===== src/rtl/wbdblarbiter_pkg.sv =====
// Shared state encoding and configuration defaults for the dual-master Wishbone arbiter.
// Latency: n/a (types and constants only).  Backpressure: n/a.
// Imported by wbdblarbiter and wbarb_watchdog.
package wbdblarbiter_pkg;

  typedef enum logic [1:0] {
    ARB_IDLE  = 2'b00,
    ARB_OWN_A = 2'b01,
    ARB_OWN_B = 2'b10,
    ARB_ABORT = 2'b11
  } arb_state_t;

  localparam int WBARB_TIMEOUT_DEFAULT = 1023;
  localparam int WBARB_TW_DEFAULT      = 10;

endpackage


===== src/rtl/wbarb_watchdog.sv =====
// Bus watchdog: counts owned clocks without ACK and flags expiry at TIMEOUT.
// Latency: expiry is combinational on the clock the count reaches TIMEOUT.
// Backpressure: none; an ACK (or loss of ownership) restarts the count.
module wbarb_watchdog
  import wbdblarbiter_pkg::*;
#(
  parameter int TIMEOUT = WBARB_TIMEOUT_DEFAULT,
  parameter int TW      = WBARB_TW_DEFAULT
) (
  input  logic i_clk,
  input  logic i_rst,
  input  logic i_owned,
  input  logic i_ack,
  output logic o_expire
);

  localparam logic [TW-1:0] LIMIT = TW'(TIMEOUT);

  logic [TW-1:0] count;

  // An ACK arriving on the expiry clock means the slave did answer, so no abort.
  assign o_expire = i_owned && !i_ack && (count == LIMIT);

  always_ff @(posedge i_clk) begin
    if (i_rst || !i_owned || i_ack) begin
      count <= '0;
    end else if (!o_expire) begin
      count <= count + 1'b1;
    end
  end

endmodule


===== src/rtl/wbdblarbiter.sv =====
// Two-master Wishbone arbiter: A (memory unit) has priority over B (prefetch); ownership held for a whole CYC.
// Latency: 1 clock from cyc to grant; bus signals then pass through combinationally. Optional macro WBARB_TIMEOUT_EN.
// Backpressure: the non-owner sees stall=1 until granted; the owner sees the slave's stall directly.
module wbdblarbiter
  import wbdblarbiter_pkg::*;
#(
  parameter int AW      = 32,
  parameter int TIMEOUT = WBARB_TIMEOUT_DEFAULT,
  parameter int TW      = WBARB_TW_DEFAULT
) (
  input  logic          i_clk,
  input  logic          i_rst,
  input  logic          i_a_cyc,
  input  logic          i_a_stb,
  input  logic          i_a_we,
  input  logic [AW-1:0] i_a_addr,
  input  logic [31:0]   i_a_data,
  output logic          o_a_ack,
  output logic          o_a_stall,
  output logic          o_a_err,
  input  logic          i_b_cyc,
  input  logic          i_b_stb,
  input  logic          i_b_we,
  input  logic [AW-1:0] i_b_addr,
  input  logic [31:0]   i_b_data,
  output logic          o_b_ack,
  output logic          o_b_stall,
  output logic          o_b_err,
  output logic          o_cyc,
  output logic          o_stb,
  output logic          o_we,
  output logic [AW-1:0] o_addr,
  output logic [31:0]   o_data,
  input  logic          i_ack,
  input  logic          i_stall,
  input  logic          i_err
);

  arb_state_t state;
  logic       wd_expire;

`ifdef WBARB_TIMEOUT_EN
  logic wd_owned;
  logic abort_b;

  // Ownership ends the clock the owner drops cyc, which also restarts the count for the next owner.
  assign wd_owned = !i_rst && ((state == ARB_OWN_A && i_a_cyc) ||
                               (state == ARB_OWN_B && i_b_cyc));

  wbarb_watchdog #(
    .TIMEOUT (TIMEOUT),
    .TW      (TW)
  ) u_watchdog (
    .i_clk    (i_clk),
    .i_rst    (i_rst),
    .i_owned  (wd_owned),
    .i_ack    (i_ack),
    .o_expire (wd_expire)
  );
`else
  logic unused_cfg;
  assign unused_cfg = (TIMEOUT > 0) && (TW > 0);
  assign wd_expire  = 1'b0;
`endif

  always_ff @(posedge i_clk) begin
    if (i_rst) begin
      state <= ARB_IDLE;
`ifdef WBARB_TIMEOUT_EN
      abort_b <= 1'b0;
`endif
    end else begin
      case (state)
        ARB_IDLE: begin
          if (i_a_cyc)      state <= ARB_OWN_A;
          else if (i_b_cyc) state <= ARB_OWN_B;
        end
        ARB_OWN_A: begin
          if (!i_a_cyc) begin
            state <= i_b_cyc ? ARB_OWN_B : ARB_IDLE;
          end
`ifdef WBARB_TIMEOUT_EN
          else if (wd_expire) begin
            state   <= ARB_ABORT;
            abort_b <= 1'b0;
          end
`endif
        end
        ARB_OWN_B: begin
          if (!i_b_cyc) begin
            state <= i_a_cyc ? ARB_OWN_A : ARB_IDLE;
          end
`ifdef WBARB_TIMEOUT_EN
          else if (wd_expire) begin
            state   <= ARB_ABORT;
            abort_b <= 1'b1;
          end
`endif
        end
`ifdef WBARB_TIMEOUT_EN
        ARB_ABORT: begin
          if (abort_b ? !i_b_cyc : !i_a_cyc) state <= ARB_IDLE;
        end
`endif
        default: state <= ARB_IDLE;
      endcase
    end
  end

  // Responses are qualified with the owner's cyc so a stale ACK/ERR is dropped, never rerouted.
  always_comb begin
    o_cyc     = 1'b0;
    o_stb     = 1'b0;
    o_we      = 1'b0;
    o_addr    = '0;
    o_data    = '0;
    o_a_ack   = 1'b0;
    o_a_err   = 1'b0;
    o_b_ack   = 1'b0;
    o_b_err   = 1'b0;
    o_a_stall = i_a_cyc;
    o_b_stall = i_b_cyc;
    if (!i_rst) begin
      case (state)
        ARB_OWN_A: begin
          o_cyc     = i_a_cyc;
          o_stb     = i_a_stb;
          o_we      = i_a_we;
          o_addr    = i_a_addr;
          o_data    = i_a_data;
          o_a_ack   = i_ack & i_a_cyc;
          o_a_err   = (i_err & i_a_cyc) | wd_expire;
          o_a_stall = i_stall;
          o_b_stall = 1'b1;
        end
        ARB_OWN_B: begin
          o_cyc     = i_b_cyc;
          o_stb     = i_b_stb;
          o_we      = i_b_we;
          o_addr    = i_b_addr;
          o_data    = i_b_data;
          o_b_ack   = i_ack & i_b_cyc;
          o_b_err   = (i_err & i_b_cyc) | wd_expire;
          o_b_stall = i_stall;
          o_a_stall = 1'b1;
        end
        ARB_ABORT: begin
          o_a_stall = 1'b1;
          o_b_stall = 1'b1;
        end
        default: ;
      endcase
    end
  end

endmodule


===== config.mk =====
export PLATFORM = sky130hd
export DESIGN_NAME = wbdblarbiter
export DESIGN_NICKNAME = d
export VERILOG_FILES = /design/src/rtl/wbdblarbiter_pkg.sv /design/src/rtl/wbarb_watchdog.sv /design/src/rtl/wbdblarbiter.sv
export SDC_FILE = /design/constraint.sdc
export NUM_CORES = 1
export LEC_CHECK = 0
export ABC_CLOCK_PERIOD_IN_PS = 4700
export CORE_AREA = 2 2 82 84
export DETAILED_ROUTE_END_ITERATION = 7
export DIE_AREA = 0 0 84 86
export MAX_ROUTING_LAYER = met4
export PLACE_DENSITY = 0.75
export SYNTH_ARGS = -nofsm -noshare
export SYNTH_HDL_FRONTEND = slang
export SYNTH_SLANG_ARGS = --single-unit

===== constraint.sdc =====
create_clock -name i_clk -period 4.7 [get_ports i_clk]
set_input_delay 0.94 -clock i_clk [delete_from_list [all_inputs] [get_ports i_clk]]
set_output_delay 0.94 -clock i_clk [all_outputs]
set_load 0.02 [all_outputs]

==> impl_results.md <==
* Final Hold Vio Count at 0
* Largest net degree at the start of global routing at 43
* Core Rows at 29
* Final WL at 6.94 mm
* Clock slew at reported path FFs at 30 ps
* Register area share after synthesis at 3.40%
* Post-route clock skew at 0.558 ps
* Nets at 540
* Post-synth EDFFs at 0
* Final worst slack at 503 ps
* Setup crit end kind: output pin
* Max FFs per register at 2
* Pwr dens at 129 nW/um^2
* Skew-Pair Late Insertion Delay at 210 ps
* Chip width at 84 um
* Grt ovf at 0
* Total GRT Usage at about 18%
* Final GP Congestion at 0.828
* Post-route DRC at 0
* Post-synthesis cell count at a little under 200
* Outcome: finished clean
* Slowest Stage Delay on Critical Path at 640 ps
* Fin crit period at 4200 ps
* Type of the worst setup path: in -> out
* Most frequent CP cell: clkdlybuf4s50_1
* Per-cell routed wire length at around 15 um
* Post_cts resized at 0
* Post-CTS setup repair buffer count at 0
* Worst vdd ir at 0.108 mV
* Slowest stage cell, crit path: nand2b_2
* CP cell instances: clkdlybuf4s50_1 -> nand2b_2 -> buf_4 -> nor2_1 -> clkdlybuf4s50_1
* Most common cell in the netlist: nor2_1
* CP bufs+invs at 3
* Total of max-cap violations at 0
* Top reg by flops: state
* PortBufs at 211
* Post-synth top area cell: a22oi_1
* Worst Path Arrival at 3260 ps
* Clk buf depth at 2
* Startpoint types: input pin
* Worst-path fanout max at 42
* Number of antenna diodes at 0
* Distinct cell type count after synthesis at 21
* Max-slew violations at 0
* Num CTS Buffers at 3
* Top cell type's share of synthesized area at 42.0%
* Routed vias at 2,203
* Post-Place Setup Slack at approximately 460 ps
* # setup viols final at 0
* Slew HR at between 40% and 50%
* Starting Density at 18.8%
* Area grow syn2layout at 185%
* Drt pass-1 iters at 4
* # fillers at 602
* Post-synth top cells: 76 x nor2_1, 66 x a22oi_1, 9 x clkbuf_1
* DR iter-0 viols at 77
* CTS tree: yes
* Die area at 7220 um^2
* CTS Hold Bufs at 0
* Worst hold path type: reg -> reg
* CTS Root Cell: clkbuf_8
* Fin crit share at 89.3%
* Core Region at 6280 um^2
* Top post-synthesis cells by area: a22oi_1 42%, nor2_1 24%, ha_1 7.4%
* Vias in the first global route at 2,166
* Ys Warns at 0
* Setup TNS at 0 ps
* I/O pin count at 212
* Critical path's top delay family: buffers and inverters
* Unrepaired setup endpoints after global routing: no
* Clock H-tree levels at 1
* First-pass GRT wire length at 10.6 mm
* Largest registers: state (2)
* Required time of the critical path at 3760 ps
* Asr flop ratio synth at 0%
* Post-route ant nets at 0
* Antenna violations before repair at 0
* CTS sink count at 2
* Die height at 86 um
* Syn Area/Cell at a little over 6 um^2
* Post-synthesis net count at 340
* Ys flop type: dfxtp_1
* Cell area after synthesis at between 1000 and 1500 um^2
* Slew @ Worst Pin at 839 ps
* HPWL after DPL at 5.57 mm
* Timing-limited maximum frequency at roughly 240 MHz
* Synthesized flop and latch total at 2
* Vias/cell at 4.70
* Fraction of layout cells with a size suffix above 1 at 4.08%
* Leak Pwr at 1.09 nW
-- cell usage in the layout (no fill, tap or decap) --
cell | synthesis | layout
nor4b_1 | 1 | 1
a21oi_1 | 2 | 2
nor2_1 | 76 | 76
or3b_4 | 1 | 1
a22oi_2 | 1 | 1
nand2b_2 | 0 | 1
dfxtp_1 | 2 | 2
nand2_1 | 3 | 3
nand2b_1 | 3 | 2
a211o_1 | 1 | 1
nor2b_1 | 1 | 1
clkdlybuf4s50_1 | 0 | 211
a211oi_2 | 1 | 1
a31o_1 | 1 | 1
clkbuf_8 | 0 | 3
ha_2 | 0 | 2
inv_1 | 2 | 2
buf_4 | 3 | 7
ha_1 | 7 | 5
a22oi_1 | 66 | 66
o2111ai_1 | 1 | 1
a211oi_1 | 2 | 2
-- kinds of logic after synthesis --
family	after synthesis	share of synthesized area, %
adder cells (fa/ha/maj)	7	7.43
buffers and inverters	25	11.7
flip-flops	2	3.40
AO/OA/AOI/OAI	75	48.5
AND/OR/NAND/NOR	85	29.0
-- per-stage QoR --
| stage | hold WS [ps] | utilization (%) | total power (W) | cells | instance area, um^2 |
|---|---|---|---|---|---|
| global placement | 673 | 52.8 | 0.000361 | 466 | 3320 |
| CTS | 704 | 53.5 | 0.000437 | 469 | 3360 |
| global route | 756 | 53.5 | 0.000465 | 469 | 3360 |
| detailed placement | 701 | 52.8 | 0.000366 | 466 | 3320 |
| floorplan | 618 | - | 0.000186 | 194 | 1180 |
| finish | 705 | 53.5 | 0.000432 | 469 | 3360 |
-- worst register-to-register path: stages (launching register included) --
cell     delay [ps]
dfxtp_1         330
inv_1           180
ha_2            600
a22oi_2         200
a211o_1         300
nand2_1          50
-- layout make-up --
class	instances	area, um^2	share of cell area, %
Tap cell	77	96.3	2.87
Inverter	2	7.51	0.224
Timing Repair Buffer	218	2160	64.5
Multi-Input combinational cell	167	1010	30.0
Clock buffer	3	41.3	1.23
Sequential cell	2	40.0	1.19
-- metal layers --
metal  vias to the layer above  track usage (%)  share of wire, %
met4                         0             4.11               1.0
li1                       1108                -                 -
met2                       109             33.6                52
met3                         6             2.98               7.2
met5                         -                -                 0
met1                       980             20.0                40
-- power by group --
part / internal, W / total, W / switching [W]
clock: 0.0000541 / 0.0000674 / 0.0000133
sequential: 0.0000192 / 0.0000216 / 0.00000242
combinational: 0.000190 / 0.000343 / 0.000153
-- worst paths after layout --
path / start / to / slack [ps] / cells after the start
worst max-delay path: i_rst / o_data[1] / 500 / 5
worst min-delay path: state[1] / state[1] / 710 / 3
worst max register to register: state[0] / state[1] / 2970 / 5
worst min register to register: state[1] / state[1] / 710 / 3
Note: power is estimated with default switching activity, not from simulation.
==> edit 1: new RTL, same flow settings <==
Register the output `o_b_err`; this adds one clock of latency there. The other outputs are not delayed to match.
--- a/src/rtl/wbdblarbiter.sv
+++ b/src/rtl/wbdblarbiter.sv
@@ -35,6 +35,8 @@
   input  logic          i_stall,
   input  logic          i_err
 );
+
+  logic o_b_err_d;
 
   arb_state_t state;
   logic       wd_expire;
@@ -117,7 +119,7 @@
     o_a_ack   = 1'b0;
     o_a_err   = 1'b0;
     o_b_ack   = 1'b0;
-    o_b_err   = 1'b0;
+    o_b_err_d = 1'b0;
     o_a_stall = i_a_cyc;
     o_b_stall = i_b_cyc;
     if (!i_rst) begin
@@ -140,7 +142,7 @@
           o_addr    = i_b_addr;
           o_data    = i_b_data;
           o_b_ack   = i_ack & i_b_cyc;
-          o_b_err   = (i_err & i_b_cyc) | wd_expire;
+          o_b_err_d = (i_err & i_b_cyc) | wd_expire;
           o_b_stall = i_stall;
           o_a_stall = 1'b1;
         end
@@ -153,5 +155,9 @@
     end
   end
 
+  always_ff @(posedge i_clk) begin
+    o_b_err <= o_b_err_d;
+  end
+
 endmodule
 
Formal check against the unedited RTL: not equivalent (a bounded check fails within 4 cycles, from zero or initial values and one cycle with i_rst high).
==> edit 1 against the original RTL <==
Wire length is 0.89% lower; sequential cell count increased by 1; total power increased by 3.3%; worst hold slack worse by 0.0069 ns; cell area is 0.48% higher; worst setup slack better by 0.49 ns; synthesized area increased by 1.7%; critical path depth unchanged.
==> edit 1: results (changes against the original RTL) <==
[status]
status = completed  ; unchanged

[timing]
hold_slack_ns = 0.6984  ; was 0.7053 ns
maxSlewViolCount = 0  ; unchanged
finalClockSkew_ns = 0.001570  ; was 0.0005581 ns
slew_headroom_pct = 45.57  ; was 44.07%

[logic_synthesis]
synthXorXnorAreaFrac_pct = 0  ; unchanged
synth_top_family_by_area = compound AO/OA/AOI/OAI gates  ; unchanged
synth-adder-area-share_pct = 7.307  ; was 7.431%
synth_cell_type_count = 21  ; unchanged
synthArstFlopShare_pct = 0  ; unchanged
muxShareOfSynthArea_pct = 0  ; unchanged
synth.area.top_cells = a22oi_1, nor2_1, ha_1  ; unchanged
synth_ff_type = dfxtp_1  ; unchanged
syn_nets = 341  ; was 340
yosysWarnings = 0  ; unchanged
ys_seq_area_share_pct = 5.010  ; was 3.397%
synth-compound-area-share_pct = 47.70  ; was 48.51%
synth_commonest_cells = nor2_1, a22oi_1, clkbuf_1  ; unchanged

[placement]
place.gp.congestion = 0.8344  ; was 0.8279
dp_hpwl_um = 5456  ; was 5566 um
port_buffers = 211  ; unchanged

[final_layout]
layout.nets = 540  ; unchanged
diodes = 0  ; unchanged
top_regs = state x2, o_b_err x1  ; was state x2
drive_above_1_share_pct = 3.817  ; was 4.082%
n_fill_cell = 592  ; was 602

[global_routing]
grt_pass1_vias = 2132  ; was 2166
antenna_found_initial = 0  ; unchanged
grt_use_total_pct = 17.74  ; was 17.98%
grt_max_degree = 43  ; unchanged
grt_pass1_wl_um = 10520  ; was 10590 um

[clock_network]
numCtsBuffers = 3  ; unchanged
ctsRootBufferMaster = clkbuf_8  ; unchanged
worstSkewPairLatency_ns = 0.21  ; about the same
post_cts_buffers = 0  ; unchanged
ctsResizeCount = 0  ; unchanged
cts_buffer_depth = 2  ; unchanged
cts.clk_slew.worst_paths_ns = 0.03  ; about the same
htree_levels = 1  ; unchanged

[route]
wl_per_cell_um = 14.64  ; was 14.81 um
drtPass1Iterations = 4  ; unchanged
vias = 2215  ; was 2203
first_iter_violations = 90  ; was 77

[critical_path]
cp_max_fo = 37  ; was 42
cp_slowest_stage_delay_ns = 0.63
reg2reg_slack_ns = 2.80  ; was 2.97 ns
cp_slowest_cell = clkdlybuf4s50_1  ; was nand2b_2
critical_path.top_delay_family = buffers and inverters  ; unchanged

[power]
leakage_nw = 1.100  ; was 1.095 nW
ir_drop_mv = 0.1569  ; was 0.1083 mV

[hold_path]
worst_hold_path_type = flop to flop  ; unchanged

==> edit 1: metrics by stage <==
| stage | power [mW] | cells | util (%) | setup slack, ns | cell area [sq um] |
|---|---|---|---|---|---|
| final | 0.4456 | 470 | 53.76 | 0.9934 | 3374 |
| after global routing | 0.4807 | 470 | 53.76 | 0.8804 | 3374 |
| after CTS | 0.4493 | 470 | 53.76 | 1.009 | 3374 |
| after detailed placement | 0.3719 | 466 | 53.04 | 1.006 | 3329 |
| after global placement | 0.3703 | 466 | 53.04 | 1.046 | 3329 |
| after floorplan | 0.1949 | 195 | - | 2.037 | 1199 |
==> edit 1: power by group <==
group | internal (mW) | switching, mW
clock network | 0.0577 | 0.0157
logic | 0.189 | 0.152
registers | 0.0279 | 0.00266
total | 0.275 | 0.171
==> edit 1: worst register-to-register path, stage by stage, from the launching register on <==
cell	delay, ns
dfxtp_1	0.33
inv_1	0.16
ha_2	0.75
a22oi_2	0.21
a211o_1	0.32
nand2_1	0.06
==> edit 1: path summary, 6_finish.rpt <==
path                                end                   from  cells after the start
setup reg to reg  state[1]$_SDFFE_PP0P_  state[0]$_SDFFE_PP0P_                      5
setup / recovery             o_data[16]                  i_rst                      5
hold / removal    state[1]$_SDFFE_PP0P_  state[1]$_SDFFE_PP0P_                      3
hold reg to reg   state[1]$_SDFFE_PP0P_  state[1]$_SDFFE_PP0P_                      3
==> edit 1: area by class of cell <==
type	count	area share, %
well taps	77	2.855
repair buffers	217	63.92
multi-input cells	167	29.89
inverters	2	0.2225
clock buffers	4	1.335
flip-flops and latches	3	1.780
==> edit 1: metal layers <==
metal  vias to the layer above  global-route usage, %  wire length [um]
met5                         -                      -                 0
met4                         0                  3.226                90
met3                        12                  2.406               450
met2                       117                  30.47              3475
met1                       973                  22.52              2864
li1                       1113                      -                 -
==> edit 1: kinds of logic after synthesis <==
| logic type | after synthesis |
|---|---|
| AO/OA/AOI/OAI | 75 |
| adder cells (fa/ha/maj) | 7 |
| buffers and inverters | 25 |
| flip-flops | 3 |
| AND/OR/NAND/NOR | 85 |
==> edit 2: new RTL, config.mk and constraints unchanged <==
Made on the original files. `AW`: 32 -> 48.
--- a/src/rtl/wbdblarbiter.sv
+++ b/src/rtl/wbdblarbiter.sv
@@ -4,7 +4,7 @@
 module wbdblarbiter
   import wbdblarbiter_pkg::*;
 #(
-  parameter int AW      = 32,
+  parameter int AW      = 48,
   parameter int TIMEOUT = WBARB_TIMEOUT_DEFAULT,
   parameter int TW      = WBARB_TW_DEFAULT
 ) (
Ports: changed (resized i_a_addr, i_b_addr and o_addr); port bits go from 212 to 260. The function was not compared with the original's and may differ.
==> edit 2 against the original RTL <==
Clock skew increased by 0.0031 ns; worst hold slack got worse by 0.0055 ns; global-route usage increased by 6.2 points; total power increased by 17%; first-iteration DRC count increased by 39%; synthesized area increased by 14%; wire length increased by 34%; cell area increased by 20%; sequential cell count unchanged; worst setup slack improved by 0.19 ns.
==> edit 2: results (changes against the original RTL) <==
[status]
status = completed  ; unchanged

[logic_synthesis]
synth_commonest_cells = nor2_1, a22oi_1, buf_2  ; was nor2_1, a22oi_1, clkbuf_1
synth-compound-area-share_pct = 50.70  ; was 48.51%
synth-adder-area-share_pct = 6.512  ; was 7.431%
syn_nets = 409  ; was 340
syn_inst = 231  ; was 194
synth_cell_type_count = 17  ; was 21
ys_seq_area_share_pct = 2.977  ; was 3.397%
synthXorXnorAreaFrac_pct = 0  ; unchanged
synth.area.top_cells = a22oi_1, nor2_1, ha_1  ; unchanged
synthArstFlopShare_pct = 0  ; unchanged
muxShareOfSynthArea_pct = 0  ; unchanged

[global_routing]
use_met1_pct = 28.28  ; was 20.02%
grt_use_total_pct = 24.14  ; was 17.98%
grt_pass1_vias = 2606  ; was 2166
met3_usage_pct = 5.486  ; was 2.984%
grt_pass1_wl_um = 13790  ; was 10590 um
grt_max_degree = 47  ; was 43
met2_usage_pct = 42.91  ; was 33.60%

[critical_path]
r2r-end = state[0]$_SDFFE_PP0P_  ; was state[1]$_SDFFE_PP0P_
reg2reg_slack_ns = 2.65  ; was 2.97 ns
critPathArrivalTime_ns = 3.07  ; was 3.26 ns
cp_slowest_cell = clkdlybuf4s50_1  ; was nand2b_2
r2r_start = state[1]$_SDFFE_PP0P_  ; was state[0]$_SDFFE_PP0P_
critPathCapture = o_addr[23]  ; was o_data[1]
cp_max_fo = 25  ; was 42
cp_slowest_stage_delay_ns = 0.62  ; was 0.64 ns

[final_layout]
layout.nets = 651  ; was 540
clkCellAreaFrac_pct = 1.029  ; was 1.230%
multi_input_gates = 199  ; was 167
multi_input_area_share_pct = 29.36  ; was 30.03%
buf_share_pct = 66.02  ; was 64.46%
register_area_sq_um = 40.04  ; unchanged
n_fill_cell = 542  ; was 602
seq_cell_count = 2  ; unchanged
n_all_buffers = 265  ; was 218
drive_above_1_share_pct = 2.760  ; was 4.082%

[timing]
finalClockSkew_ns = 0.003616  ; was 0.0005581 ns
worst_pin_slew_ns = 0.8522  ; was 0.8390 ns

[hold_path]
worst_hold_path_type = flop to flop  ; unchanged
hold_end = state[1]$_SDFFE_PP0P_  ; unchanged

[placement]
dpl.cell_count = 545  ; was 466
dp_hpwl_um = 7455  ; was 5566 um
place.gp.congestion = 0.8497  ; was 0.8279
port_buffers = 259  ; was 211

[power]
leakage_nw = 1.303  ; was 1.095 nW
ir_drop_mv = 0.07502  ; was 0.1083 mV

[route]
wl_met2_um = 4873  ; was 3625 um
drtAntennaViolNets = 0  ; unchanged
first_iter_violations = 107  ; was 77
viasPerCell = 4.920  ; was 4.697
routed-wl-met3_um = 665  ; was 498 um
vias = 2696  ; was 2203
met1Wirelength_um = 3646  ; was 2750 um
routed_wl_um = 9280  ; was 6944 um
drtPass1Iterations = 6  ; was 4

[clock_network]
htree_levels = 1  ; unchanged
post_cts_buffers = 0  ; unchanged
cts.clk_slew.worst_paths_ns = 0.03  ; about the same

[edit 2: cell types whose count changed after synthesis]
cell,delta
a211oi_2,-1
a22oi_2,-1
a22oi_1,+17
buf_6,-3
nor2_1,+16
buf_2,+9
buf_4,-3
clkbuf_1,+2
a211oi_1,+1
[edit 2: stage by stage]
stage	setup WS (ns)	hold slack [ns]	total power [mW]	cell area [sq um]
final	0.6915	0.6998	0.5060	4014
after CTS	0.6910	0.6995	0.5077	4014
after floorplan	2.065	0.6180	0.2093	1345
after detailed placement	0.6897	0.6966	0.4355	3973
after global routing	0.5665	0.7421	0.5437	4014
after global placement	0.7093	0.6792	0.4332	3973
[edit 2: report_power, final]
| group | total (mW) | switching [mW] | internal, mW |
|---|---|---|---|
| clock | 0.0675 | 0.0134 | 0.0541 |
| combinational | 0.417 | 0.187 | 0.230 |
| sequential | 0.0219 | 0.00269 | 0.0192 |
